**config.mk**
```make
export PLATFORM = sky130hd
export DESIGN_NAME = memory_port_arbiter
export DESIGN_NICKNAME = d
export VERILOG_FILES = /design/src/rtl/memory_port_arbiter.sv
export SDC_FILE = /design/constraint.sdc
export NUM_CORES = 1
export LEC_CHECK = 0
export CORE_MARGIN = 5
export CORE_UTILIZATION = 21
export DETAILED_ROUTE_END_ITERATION = 10
export MAX_ROUTING_LAYER = met4
export PLACE_DENSITY = 0.8
export SETUP_SLACK_MARGIN = 0.15
export SYNTH_ARGS = -nofsm -noshare
export SYNTH_HDL_FRONTEND = slang
export SYNTH_SLANG_ARGS = --single-unit
```
**constraint.sdc**
```tcl
create_clock -name clock -period 1.8 [get_ports clock]
set_clock_uncertainty 0.1 [all_clocks]
set_input_delay 0.36 -clock clock [delete_from_list [all_inputs] [get_ports clock]]
set_output_delay 0.36 -clock clock [all_outputs]
set_load 0.005 [all_outputs]
```
**src/rtl/memory_port_arbiter.sv**
```systemverilog
// memory_port_arbiter: shares one block-RAM port between the CPU and display scan-out, CPU first with bounded display starvation
module memory_port_arbiter #(
    parameter int ADDRESS_WIDTH = 16,
    parameter int DATA_WIDTH = 16,
    parameter int STARVE_LIMIT = 4
) (
    input  logic                     clock,
    input  logic                     reset,
    input  logic                     cpu_request,
    input  logic                     cpu_write,
    input  logic [ADDRESS_WIDTH-1:0] cpu_address,
    input  logic [DATA_WIDTH-1:0]    cpu_write_data,
    input  logic                     cpu_lock,
    output logic                     cpu_grant,
    output logic                     cpu_read_valid,
    output logic [DATA_WIDTH-1:0]    cpu_read_data,
    input  logic                     display_request,
    input  logic [ADDRESS_WIDTH-1:0] display_address,
    output logic                     display_grant,
    output logic                     display_read_valid,
    output logic [DATA_WIDTH-1:0]    display_read_data,
    output logic [ADDRESS_WIDTH-1:0] memory_address,
    output logic [DATA_WIDTH-1:0]    memory_write_data,
    output logic                     memory_write_enable,
    input  logic [DATA_WIDTH-1:0]    memory_read_data
);
    typedef enum logic {CPU_PRIORITY, DISPLAY_FORCED} state_t;
    localparam logic [3:0] LIMIT = 4'(STARVE_LIMIT);
    state_t state_q, state_d;
    logic [3:0] starve_q, starve_d, starve_inc;
    logic [1:0] tag_q, tag_d;
    logic display_win;
    // arbitration, port steering, starvation tracking and read-owner tag
    always_comb begin
        display_win = display_request & ~cpu_lock & ((state_q == DISPLAY_FORCED) | ~cpu_request);
        display_grant = display_win & ~reset;
        cpu_grant = cpu_request & ~display_win & ~reset;
        memory_address = display_grant ? display_address : cpu_address;
        memory_write_data = cpu_write_data;
        memory_write_enable = cpu_grant & cpu_write;
        tag_d = {(cpu_grant & ~cpu_write) | display_grant, display_grant};
        starve_inc = starve_q + 4'd1;
        state_d = CPU_PRIORITY;
        starve_d = starve_q;
        if (!cpu_lock) begin
            if (display_grant || !display_request) starve_d = 4'd0;
            else if (starve_inc >= LIMIT) begin
                starve_d = 4'd0;
                state_d = DISPLAY_FORCED;
            end else starve_d = starve_inc;
        end
    end
    // read returns go to whichever requester owned the read one cycle earlier
    always_comb begin
        cpu_read_valid = tag_q[1] & ~tag_q[0] & ~reset;
        display_read_valid = tag_q[1] & tag_q[0] & ~reset;
        cpu_read_data = memory_read_data;
        display_read_data = memory_read_data;
    end
    // state, starvation counter and tag registers
    always_ff @(posedge clock) begin
        if (reset) begin
            state_q <= CPU_PRIORITY;
            starve_q <= 4'd0;
            tag_q <= 2'b00;
        end else begin
            state_q <= state_d;
            starve_q <= starve_d;
            tag_q <= tag_d;
        end
    end
endmodule

```
==> qor.yml <==
die_h_microns: 76.4
htree_num_levels: 1
drc_errors: 0
hold_slack_ps: 382
io_buffer_count: 58
min_to: "starve_q[2]"
seqCellArea_sq_um: 141
post-route-util: 0.329
root_buffer: "clkbuf_8"
die_x_microns: 76.4
m1WireLength_microns: 812
drive_gt1_frac: 0.542
p_leak_nw: 0.663
met2_wirelength_mm: 1.31
area_delta_synth_final_pct: 53.4
clk_pin_slew_ps: 40
syn_area_sq_um: 927
r2r_cells: 4
hp-class: "flop to flop"
cp_top_family: "buffers and inverters"
p_switching_w: 0.000124
violations: "setup timing"
crit_type: "flop to output port"
ff2ff_setup_slack_ps: 410
setup_ws_ps: -262
period_share: 1.15
drt_wl_total_mm: 2.44
num_rows: 24
dr.max_layer_used: "met4"
synth_top_area_share: 0.389
internal-power_w: 0.000472
fmax_mhz: 485
initial_core_util: 0.214
slew_headroom: 0.698
cts-buffers-inserted: 3
gp_congestion: 0.669
vias_per_cell: 4.12
cts_tree: "yes"
fp.coreArea_sq_um: 4320
pwr-share-seq: 0.270
postRouteAntennaNets: 0
cp.arrival_ps: 1600
antenna_found_initial: 0
synth-seq-area-share: 0.151
ys_seq_elements: 7
rsz0062_at_grt: "true"
critical_path_required_ps: 1340
cts_sinks: 7
start_kind: "flop"
period_needed_ps: 2060
yosys-top-cells-area: "buf_4 39%, dfxtp_1 15%, mux2_4 11%, mux2_2 11%, buf_12 2.2%"
insertion_delay_ps: 230
yosys.area.top_type: "buf_4"
synth_warnings: 0
final_area_sq_um: 1420
grt_pass1_vias: 842
wl_met3_microns: 225
worst_slew_pin_slew_ps: 449
grt_max_degree: 7
hold_violations: 0
cpPeakStageDelay_ps: 340
nets: 203
first_iter_violations: 3
yosys.cell_types.count: 26
dieArea_sq_um: 5840
diodes: 0
power_density_nw_per_um2: 419
status: "complete, but fails checks"
path_cells: "inv_2 -> a211o_4 -> buf_6 -> buf_6 -> mux2_4 -> buf_6"
sw_frac_of_total: 0.208
place_area_sq_um: 1240
grt_util_all_layers: 0.0819
dp_hpwl_mm: 1.94
io_pins: 139
clkPwrFrac: 0.363
power_frac_comb: 0.368
final_cells: 183
rr_startpoint: "starve_q[0]"
grt_pass1_wl_mm: 3.72
cp.buffers_inverters: 4
clockBufferDepth: 2
via_count: 754
syn_avg_cell_area_sq_um: 9.27
synth_cells: 100
worstSetupEndpointType: "output port"
ctsHoldBuffers: 0
peakVddDrop_mv: 0.175
synth_nets: 171
path_max_fanout: 6
multi_input_area_sq_um: 423
critical_path.most_common_cell: "buf_6"
grt-ovfl-total: 0
drt_pre_antenna_iters: 4
min_from: "starve_q[2]"
routedWlPerCell_microns: 13.3
r2r_end: "starve_q[1]"
critPathSlowestCell: "a211o_4"
setup_viol: 17
dp_cells: 168
holdPathStages: 1
drv_cap: 0
final-max-slew-violation-count: 0
fill_cells: 459
==> worst max path at each step <==
stage / start / endpoint / slack (ps) / depth (start not counted)
after floorplan: cpu_lock / memory_address[10] / 50 / 5
after global placement: display_request / memory_address[10] / -780 / 6
after detailed placement: display_request / memory_address[8] / -820 / 6
after CTS: state_q / memory_address[10] / -290 / 6
after global routing: state_q / memory_address[3] / -310 / 6
final: state_q / memory_address[3] / -260 / 6
==> Yosys cell counts (all sizes together) <==
cell type,n
o31ai,1
a21boi,1
a32o,1
nor3b,1
nor3,1
inv,3
nand2,2
and2,3
and3b,2
nor2b,2
mux2,16
a211o,2
a22o,1
ha,1
a21oi,1
nand2b,2
dfxtp,7
or3,1
buf,50
nor4,2
==> routing by layer <==
layer,up-vias,global-route usage
met2,52,0.143
met4,0,0.0664
met5,-,-
li1,349,-
met1,339,0.0746
met3,14,0.0201
==> state kept, by name, summed over array words and instances (netlist names) <==
name and flops:
starve_q 4, tag_q 2, state_q 1
==> through the flow <==
stage | worst slack [ps] | TNS (ps) | power [W]
after floorplan | 48.5 | 0 | 0.000305
after global placement | -780 | -14660 | 0.000364
after detailed placement | -817 | -15030 | 0.000367
after CTS | -290 | -4080 | 0.000589
after global routing | -309 | -4460 | 0.000633
final | -262 | -3640 | 0.000596
==> kinds of logic after synthesis <==
family,after synthesis,share of synthesized area
AO/OA/AOI/OAI,7,0.0621
AND/OR/NAND/NOR,16,0.116
buffers and inverters,53,0.435
adder cells (fa/ha/maj),1,0.0135
flip-flops,7,0.151
multiplexers,16,0.223
==> power groups by stage <==
stage / clock network (W) / logic, W / registers (W)
3_5_place_dp: 0 / 0.000204 / 0.000163
3_3_place_gp: 0 / 0.000201 / 0.000163
2_1_floorplan: 0 / 0.000142 / 0.000163
4_1_cts: 0.000225 / 0.000203 / 0.000161
5_1_grt: 0.000237 / 0.000235 / 0.000161
6_report: 0.000216 / 0.000219 / 0.000161
==> area by class of cell <==
| class | instances | share of cell area |
|---|---|---|
| tap | 52 | 0.0457 |
| sequential | 7 | 0.0994 |
| multi-input combinational | 40 | 0.297 |
| clock buffer | 4 | 0.0317 |
| inverter | 3 | 0.00792 |
| timing repair buffer | 77 | 0.518 |
==> placed cells by master (no fill, tap or decap), types with 2 or more instances in the layout <==
cell / Yosys / final
nand2b_4: 1 / 2
buf_4: 48 / 5
buf_6: 1 / 26
clkdlybuf4s50_1: 0 / 33
and3b_1: 2 / 2
clkbuf_8: 0 / 3
nor4_1: 2 / 2
nand2_1: 2 / 2
mux2_4: 7 / 8
buf_2: 0 / 10
inv_2: 1 / 2
mux2_2: 9 / 8
dfxtp_1: 7 / 6
and2_1: 3 / 3
==> worst register-to-register path, cell delays in order (launching register included) <==
cell     delay, ps
dfxtp_1        380
ha_1           180
nand2_1         50
o31ai_1        390
a32o_1         230
==> what timing repair did <==
action	in CTS	in global routing
pin swaps	2	2
resized for setup	111	21
gates cloned	1	0
setup endpoints to repair	21	21
setup buffers	8	2
Note: power is estimated with default switching activity, not from simulation.
